### config.mk
export PLATFORM = sky130hd
export DESIGN_NAME = mem_bridge_flat
export DESIGN_NICKNAME = d
export VERILOG_FILES = /design/src/rtl/mem_bridge_if.sv /design/src/rtl/mem_bridge.sv /design/src/flat_wrapper.sv
export SDC_FILE = /design/constraint.sdc
export NUM_CORES = 1
export LEC_CHECK = 0
export ABC_CLOCK_PERIOD_IN_PS = 2100
export CORE_MARGIN = 2
export CORE_UTILIZATION = 29
export DETAILED_ROUTE_END_ITERATION = 8
export PLACE_DENSITY = 0.67
export SLEW_MARGIN = 20
export SYNTH_ARGS = -nofsm -noshare
export SYNTH_HDL_FRONTEND = slang
export SYNTH_SLANG_ARGS = --single-unit
### constraint.sdc
create_clock -name clk -period 2.1 [get_ports clk]
set_input_delay 0.21 -clock clk [delete_from_list [all_inputs] [get_ports clk]]
set_output_delay 0.21 -clock clk [all_outputs]
set_load 0.02 [all_outputs]
### src/rtl/mem_bridge_if.sv
// CPU-side request/response bus of the memory bridge.
// The CPU drives the command and samples the registered load data and ready pulse.
interface mem_bridge_if;
  logic [1:0]  mem_cmd;
  logic [8:0]  mem_addr;
  logic [15:0] write_data;
  logic [15:0] read_data;
  logic        mem_ready;

  modport master (output mem_cmd, mem_addr, write_data, input read_data, mem_ready);
  modport slave  (input mem_cmd, mem_addr, write_data, output read_data, mem_ready);
endinterface

### src/rtl/mem_bridge.sv
// CPU-to-RAM/MMIO bridge: IDLE/ACCESS/DONE sequencer with programmable wait states,
// an LED register, synchronized switch input and a sticky unmapped-access flag.
module mem_bridge #(
  parameter int WAIT_STATES = 1
) (
  input  logic             clk,
  input  logic             reset,
  mem_bridge_if.slave      cpu,
  output logic [7:0]       ram_addr,
  output logic [15:0]      ram_wdata,
  output logic             ram_we,
  input  logic [15:0]      ram_rdata,
  input  logic [7:0]       SW,
  output logic [7:0]       LEDR,
  output logic             bad_addr
);
  localparam logic [1:0] CMD_READ  = 2'b01;
  localparam logic [1:0] CMD_WRITE = 2'b10;

  typedef enum logic [1:0] {IDLE, ACCESS, DONE} state_t;

  state_t      state_q, state_d;
  logic [2:0]  cnt_q;
  logic        first_q;
  logic        wr_q;
  logic [8:0]  addr_q;
  logic [15:0] data_q;
  logic [15:0] rdata_q;
  logic [7:0]  sw_meta, sw_sync;

  logic start, is_ram, is_led, is_sw, unmapped;

  assign start    = (cpu.mem_cmd == CMD_READ) || (cpu.mem_cmd == CMD_WRITE);
  assign is_ram   = ~addr_q[8];
  assign is_led   = (addr_q == 9'h100);
  assign is_sw    = (addr_q == 9'h140);
  assign unmapped = ~is_ram & ~is_led & ~is_sw;

  // In IDLE the RAM address follows the CPU bus so the 1-cycle read data is
  // already valid in the first ACCESS cycle, even with zero wait states.
  assign ram_addr  = (state_q == IDLE) ? cpu.mem_addr[7:0] : addr_q[7:0];
  assign ram_wdata = data_q;
  assign ram_we    = (state_q == ACCESS) && first_q && wr_q && is_ram;

  assign cpu.mem_ready = (state_q == DONE);
  assign cpu.read_data = rdata_q;

  always_ff @(posedge clk or negedge reset) begin
    if (!reset) state_q <= IDLE;
    else        state_q <= state_d;
  end

  always_comb begin
    state_d = state_q;
    case (state_q)
      IDLE:    if (start) state_d = ACCESS;
      ACCESS:  if (cnt_q == 3'd0) state_d = DONE;
      DONE:    state_d = IDLE;
      default: state_d = IDLE;
    endcase
  end

  always_ff @(posedge clk or negedge reset) begin
    if (!reset) begin
      cnt_q    <= 3'd0;
      first_q  <= 1'b0;
      wr_q     <= 1'b0;
      addr_q   <= 9'h000;
      data_q   <= 16'h0000;
      rdata_q  <= 16'h0000;
      LEDR     <= 8'h00;
      bad_addr <= 1'b0;
      sw_meta  <= 8'h00;
      sw_sync  <= 8'h00;
    end else begin
      sw_meta <= SW;
      sw_sync <= sw_meta;
      case (state_q)
        IDLE: if (start) begin
          wr_q    <= (cpu.mem_cmd == CMD_WRITE);
          addr_q  <= cpu.mem_addr;
          data_q  <= cpu.write_data;
          cnt_q   <= 3'(WAIT_STATES);
          first_q <= 1'b1;
        end
        ACCESS: begin
          first_q <= 1'b0;
          if (cnt_q != 3'd0) cnt_q <= cnt_q - 3'd1;
          if (first_q && wr_q && is_led) LEDR <= data_q[7:0];
          if (cnt_q == 3'd0) begin
            if (!wr_q)
              rdata_q <= is_ram ? ram_rdata : (is_sw ? {8'h00, sw_sync} : 16'h0000);
            if (unmapped || (wr_q && is_sw) || (!wr_q && is_led))
              bad_addr <= 1'b1;
          end
        end
        default: ;
      endcase
    end
  end
endmodule

### src/flat_wrapper.sv
// flat-port wrapper written by rule: the top's interface ports become plain ports
module mem_bridge_flat 
#(
  parameter int WAIT_STATES = 1
)
  (clk, reset, ram_addr, ram_wdata, ram_we, ram_rdata, SW, LEDR, bad_addr, cpu_mem_cmd, cpu_mem_addr, cpu_write_data, cpu_read_data, cpu_mem_ready);
  mem_bridge_if cpu_i ();
  input  logic clk;
  input  logic reset;
  output logic [7:0] ram_addr;
  output logic [15:0] ram_wdata;
  output logic ram_we;
  input  logic [15:0] ram_rdata;
  input  logic [7:0] SW;
  output logic [7:0] LEDR;
  output logic bad_addr;
  input wire logic [$bits(cpu_i.mem_cmd)-1:0] cpu_mem_cmd;
  input wire logic [$bits(cpu_i.mem_addr)-1:0] cpu_mem_addr;
  input wire logic [$bits(cpu_i.write_data)-1:0] cpu_write_data;
  output wire logic [$bits(cpu_i.read_data)-1:0] cpu_read_data;
  output wire logic [$bits(cpu_i.mem_ready)-1:0] cpu_mem_ready;
  assign cpu_i.mem_cmd = cpu_mem_cmd;
  assign cpu_i.mem_addr = cpu_mem_addr;
  assign cpu_i.write_data = cpu_write_data;
  assign cpu_read_data = cpu_i.read_data;
  assign cpu_mem_ready = cpu_i.mem_ready;
  mem_bridge #(.WAIT_STATES(WAIT_STATES)) u_core (.clk(clk), .reset(reset), .cpu(cpu_i), .ram_addr(ram_addr), .ram_wdata(ram_wdata), .ram_we(ram_we), .ram_rdata(ram_rdata), .SW(SW), .LEDR(LEDR), .bad_addr(bad_addr));
endmodule
Word-level counts from Yosys, hierarchy flattened
Cells that the tools add are included.
{ "op_classes": {"addsub": 1, "eq_ne": 9, "n_mux": 11, "bitwise": 6, "n_reduce_logical": 22} }
{ "op_table": {"columns": ["operator", "n"], "rows": [
  ["== test 9 bit (second input constant)", 2],
  ["two-way mux 16 bit", 1],
  ["two-way mux 8 bit", 2],
  ["AND reduction 3 bit", 3],
  ["AND reduction 2 bit", 4],
  ["logical AND 1 bit", 7],
  ["two-way mux 3 bit", 2],
  ["case mux 3 bit (2 select lines)", 1],
  ["== test 2 x 1 -> 1 bit (second input constant)", 2],
  ["== test 2 bit (second input constant)", 2],
  ["two-way mux 2 bit", 2],
  ["!= test 2 bit (second input constant)", 2],
  ["NOT 1 bit", 4],
  ["case mux 2 bit (2 select lines)", 1],
  ["logical NOT 3 bit", 1],
  ["logical OR 1 bit", 3],
  ["nonzero test 3 bit", 1],
  ["subtractor 3 x 1 -> 3 bit (second input constant)", 1],
  ["AND 1 bit", 2],
  ["logical NOT 2 bit", 1],
  ["!= test 2 x 1 -> 1 bit (second input constant)", 1],
  ["case mux 1 bit (2 select lines)", 1],
  ["nonzero test 2 bit", 1],
  ["logical NOT 1 bit", 1],
  ["two-way mux 1 bit", 1]
]} }
{ "totals": {"register_bits": 73, "input_bits": 53, "out_inout_bits": 51, "word_cells": 60} }

Depth between registers and ports, before layout
Gate-level depths: netlist of the first run.
{ "depth": {"word_depth": 7, "ltp_mapped": 7, "mapped_depth_nobuf": 6} }

Worst setup path before layout of the first run
Ideal clock, no wire load.
{ "synth_timing": {"kind": "register -> register", "start": "register u_core.addr_q[1]", "end": "register u_core.LEDR[0]", "setup_ns": 0.125, "t_arrival_ns": 1.486, "required_ns": 1.975, "path_slack_ns": 0.489, "path_stages_with_launch": 5, "n_path_buf": 0, "period_less_slack_ns": 1.611, "path_cell_list": "dfrtp_1 > nor4_2 > nand3_1 > nor3_4 > mux2_2"} }
{ "synth_between": {"elab_chain_cells": 3} }
{ "synth_lines": {"columns": ["element", "line_no", "text"], "rows": [
  ["start, declared", "mem_bridge.sv:26", "logic [8:0] addr_q;"],
  ["start signal, assigned", "mem_bridge.sv:81", "addr_q <= cpu.mem_addr;"],
  ["== test 9 bit", "mem_bridge.sv:35", "assign is_led = (addr_q == 9'h100);"],
  ["logical AND 1 bit", "mem_bridge.sv:89", "if (first_q && wr_q && is_led) LEDR <= data_q[7:0];"],
  ["AND reduction 2 bit (no line)", null, null],
  ["end signal, assigned", "mem_bridge.sv:89", null],
  ["end, declared", "mem_bridge.sv:14", "output logic [7:0] LEDR,"]
]} }
Every way passes these cells.
A chain may end at the register's enable or synchronous reset.

Worst setup path in the final report of the first run
{ "layout_timing": {"start": "register u_core.state_q[1]", "end": "output port ram_addr[5]"} }
{ "layout_between": {"elab_chain_cells": 2} }
{ "layout_lines": {"columns": ["element", "line_no", "text"], "rows": [
  ["start, declared", "mem_bridge.sv:22", "state_t state_q, state_d;"],
  ["start signal, assigned", "mem_bridge.sv:50", "else state_q <= state_d;"],
  ["logical NOT 2 bit", "mem_bridge.sv:41", "assign ram_addr = (state_q == IDLE) ? cpu.mem_addr[7:0] : addr_q[7:0];"],
  ["two-way mux 8 bit", "mem_bridge.sv:41", null],
  ["end, declared", "flat_wrapper.sv:10", "output logic [7:0] ram_addr;"]
]} }
Every way passes these cells.

==> results of run 1 <==
==> synthesized netlist by cell type, types with 2 or more instances <==
library cell               count  share of area, %
sky130_fd_sc_hd__dfrtp_1      73                64
sky130_fd_sc_hd__mux2_2       40                16
sky130_fd_sc_hd__nand2_1      19               2.5
sky130_fd_sc_hd__inv_1        13               1.7
sky130_fd_sc_hd__a21oi_1      11               1.9
sky130_fd_sc_hd__o21ai_0      11               1.9
sky130_fd_sc_hd__a221oi_1      8               2.4
sky130_fd_sc_hd__buf_2         5              0.87
sky130_fd_sc_hd__nor2_1        5              0.65
sky130_fd_sc_hd__clkbuf_1      3              0.39
sky130_fd_sc_hd__ha_1          3               1.3
sky130_fd_sc_hd__nor2b_1       3              0.65
sky130_fd_sc_hd__nor3_1        3              0.52
sky130_fd_sc_hd__a21o_1        2              0.52
sky130_fd_sc_hd__nand3_1       2              0.35
sky130_fd_sc_hd__nor3_4        2               1.1
==> state kept, by name, indices dropped and copies added (netlist names) <==
name and count:
u_core.first_q 1, u_core.addr_q 9, u_core.cnt_q 3, u_core.LEDR 8, u_core.sw_meta 8, u_core.wr_q 1
u_core.sw_sync 8, u_core.ram_wdata 16, u_core.bad_addr 1, u_core.cpu.read_data 16, u_core.state_q 2
==> worst max-delay path by stage <==
stage / slack (ns) / to / from
2_1_floorplan: 0.49 / u_core.LEDR[0] / u_core.addr_q[1]
3_3_place_gp: 0.20 / u_core.ram_wdata[4] / cpu_mem_cmd[0]
3_5_place_dp: 0.18 / u_core.ram_wdata[1] / cpu_mem_cmd[0]
4_1_cts: 0.10 / ram_addr[5] / u_core.state_q[1]
5_1_grt: 0.04 / ram_addr[7] / u_core.state_q[1]
6_report: 0.14 / ram_addr[5] / u_core.state_q[1]
==> power by group through the flow <==
| stage | combinational [mW] | clock, mW | sequential [mW] |
|---|---|---|---|
| detailed placement | 2.72 | 0 | 2.26 |
| finish | 2.61 | 1.19 | 2.22 |
| floorplan | 1.20 | 0 | 2.55 |
| global route | 2.86 | 1.31 | 2.29 |
| global placement | 2.67 | 0 | 2.24 |
| CTS | 2.65 | 1.24 | 2.23 |
==> repair_timing <==
action,4_1_cts,5_1_grt
gates resized for setup,10,0
endpoints found under the hold margin,73,0
endpoints found under the setup margin,9,0
hold buffers,1,0
==> cell type report <==
class | instances | share of cell area [%]
multi-input cells | 119 | 21.9
inverters | 14 | 1.22
well taps | 133 | 3.86
repair buffers | 110 | 25.5
flip-flops and latches | 73 | 42.4
clock buffers | 9 | 2.88
clock inverters | 7 | 2.21
==> metrics by stage <==
step                      utilization (%)  cell area (µm²)  total power, mW  hold slack [ns]  setup WS [ns]
after global routing                 44.5             4310             6.46            0.275         0.0446
after detailed placement             42.2             4090             4.97            0.258          0.177
final                                44.5             4310             6.02            0.306          0.137
after CTS                            44.5             4310             6.12            0.282          0.102
after global placement               42.2             4090             4.91            0.253          0.199
after floorplan                         -             2870             3.75          -0.0856          0.489
==> cell families (layout without fill, tap and decap cells) <==
family	after synthesis	count (layout)
muxes	41	41
DFF	73	73
adders and majority gates	3	3
buffers and inverters	23	140
and+or+nand+nor	40	40
AOI/OAI and AO/OA	34	34
xor gates and xnor gates	1	1
==> cell usage in the layout, fill, tap and decap left out, types with 2 or more instances in the layout <==
master / n
sky130_fd_sc_hd__clkdlybuf4s50_1: 93
sky130_fd_sc_hd__dfrtp_1: 72
sky130_fd_sc_hd__mux2_2: 40
sky130_fd_sc_hd__nand2_1: 19
sky130_fd_sc_hd__inv_1: 13
sky130_fd_sc_hd__o21ai_0: 11
sky130_fd_sc_hd__a21oi_1: 11
sky130_fd_sc_hd__clkbuf_8: 9
sky130_fd_sc_hd__dlygate4sd2_1: 9
sky130_fd_sc_hd__a221oi_1: 8
sky130_fd_sc_hd__nor2_1: 5
sky130_fd_sc_hd__buf_4: 5
sky130_fd_sc_hd__nor2b_1: 3
sky130_fd_sc_hd__nor3_1: 3
sky130_fd_sc_hd__ha_1: 3
sky130_fd_sc_hd__nor3_4: 2
sky130_fd_sc_hd__nand3_1: 2
sky130_fd_sc_hd__a21o_1: 2
sky130_fd_sc_hd__bufinv_16: 2
sky130_fd_sc_hd__clkinv_4: 2
sky130_fd_sc_hd__clkinv_2: 2
sky130_fd_sc_hd__buf_12: 2
==> routing by layer <==
layer,GRT usage (%),vias up
met2,19.5,50
li1,-,968
met5,0,-
met3,4.23,8
met1,14.8,999
met4,6.68,2
==> results by group, run 1 <==
Status
  – Outcome: complete, no violations

Clock tree
  – Cell chosen for the clock root: sky130_fd_sc_hd__clkbuf_8
  – Clock tree from TritonCTS: built
  – Number of buffers created by CTS: 9
  – Clock net sink count: 73
  – Worst-skew pair later-pin latency: approximately 0.34 ns
  – Maximum level of the CTS H-tree: 3
  – Clock edge transition at the registers on the reported setup and hold paths: 0.08 ns
  – Number of buffers added for setup after CTS: 0
  – Longest Clk Path Bufs: 2

Placed design
  – Port bufs: between 100 and 150
  – Post-placement cell count: about 450
  – Final weighted congestion of routability-driven global placement: 0.635
  – Final HPWL DP: 4340 µm

Pwr
  – Fraction of power consumed by combinational cells: a little over two fifths
  – Worst IR drop on VDD: 0.000458 V
  – Net switching power figure: between 2 and 2.5 mW
  – Switching power share of the total: between 30% and 40%
  – Part of the total power dissipated in sequential elements: between 30% and 40%
  – Cell internal power dissipation: a little under 4 mW
  – Clock network fraction of design power: between 10% and 20%
  – Leakage power of the design: between 1.5 and 2 nW
  – Total power per unit cell area: approximately 1400 nW/µm²

Critical path
  – Logic depth of the worst path, buffers included: 4
  – Worst r2r path cells: 5
  – Startpoint-to-endpoint class of the critical path: register to primary output
  – Required time worst endpoint: 1.89 ns
  – Delay of the slowest cell on the worst path: about 0.46 ns
  – Kind of cell adding the most delay to the critical path: buffers and inverters
  – Destination of the worst register-to-register timing path: u_core.LEDR[5]
  – Reg2Reg Launch Point: u_core.addr_q[1]
  – Worst-path cell with the longest stage delay: sky130_fd_sc_hd__dfrtp_1
  – Critical Path Sink Type: primary output
  – Number of buffers and inverters on the critical path: 2
  – Critical-path maximum fanout: 8
  – Worst setup slack for register-to-register paths: 0.35 ns
  – Arrival time of data at the critical path endpoint: about 1.8 ns
  – Critical Path Start Type: register
  – Cell breakdown of the critical path: nor2_1, buf_4, mux2_2, dlygate4sd2_1

Worst hold path
  – Hold EP: u_core.sw_meta[0]
  – Class of the worst hold path: primary input to register
  – Hold_sp: SW[0]
  – Min-Delay Path Depth: 1

Route
  – Detailed route wirelength on metal2: around 3000 µm
  – Met1 Routed Length: between 2000 and 3000 µm
  – Routed met3 length: 371 µm
  – 1st-pass router iterations: 4
  – Routed via count divided by cell count: 4.36
  – Routed vias: between 2000 and 2500
  – Total Routed Length: just over 6000 µm
  – Iteration-0 DRC count of the detailed router: 26
  – Uppermost layer routed: met5
  – Per-cell routed wire length: between 10 and 15 µm
  – Drc violations: 0
  – Antenna-violating nets left: 0

Timing
  – TNS Setup: 0 ns
  – Number of hold-slack violations in the final timing report: 0
  – Clock Skews: 0.00648 ns
  – Fin crit share: between 90 and 100%
  – Setup repair after global routing missed its margin: false
  – Final setup violation count: 0
  – Slew of the pin with the lowest slew margin: 0.470 ns
  – Crit path time final: 1.96 ns
  – Timing-limited maximum frequency: slightly above 500 MHz
  – Worst slew margin relative to its limit: 68.5%
  – Slew Viols, Final: 0

Job
  – Number of max-cap violations: 0

Die
  – Placeable core region: 9680 µm²
  – Die area: ~11000 µm²
  – Width of the die: between 100 and 150 µm
  – Initial standard-cell utilization of the core: between 20% and 30%
  – Number of placement rows: 36
  – Height of the die: 103 µm
  – Number of top-level pins: around 100

GRT
  – Via count of the first global-routing pass: 2073
  – Pin count of the biggest net entering global routing: 74
  – Overall routing resource usage: approximately an eighth
  – Wire length of the first global-routing pass: roughly 9900 µm
  – Aggregate global routing overflow: 0
  – Number of antenna violations at the first check in global routing: 1

Synth
  – Most instantiated flip-flop cell in the synthesis netlist: sky130_fd_sc_hd__dfrtp_1
  – Synth Area in XOR/XNOR: less than 1%
  – Fraction of synthesis flops using an asynchronous set or reset pin: between 90% and 100%
  – Compound-cell area share of the yosys netlist: ~7.4%
  – Area share of fa/ha/maj cells after synthesis: between 1 and 1.5%
  – Mux cell area share after synthesis: 16.1%
  – Register bit total from synthesis: between 70 and 80
  – Proportion of synthesized chip area in sequential cells: about 64%
  – Synth warnings: 0
  – Total standard cell area after synthesis: between 2000 and 3000 µm²
  – Unique masters post-synth: 28
  – Number of enable flip-flop cells after synthesis: 0
  – Largest family of logic cells by synthesized area: multiplexers
  – Syn avg cell area: roughly 13 µm²
  – Gate count of the mapped netlist: approximately 220
  – Share of synthesized cell area in and, or, nand and nor gates: 7.81%
  – Synth Net Count: between 200 and 300

Cells and area
  – Proportion of layout cells with a drive suffix above 1: approximately a fifth
  – Number of diodes: 0
  – Register cell area after layout: between 1500 and 2000 µm²
  – Fillcell total: ~900
  – Area used by multi-input combinational logic: 943 µm²
  – Net count of the finished layout: 383
  – Area growth from synthesis to final layout: 50.2%
  – Non-filler instance count after layout: 465
Power figures use the tool's default switching activity.
==> run 2: changes to the inputs <==
HOLD_SLACK_MARGIN = 0.15   (was default)
==> results of run 2 <==
The final DEF is identical to that of run 1; final timing and power are the same.
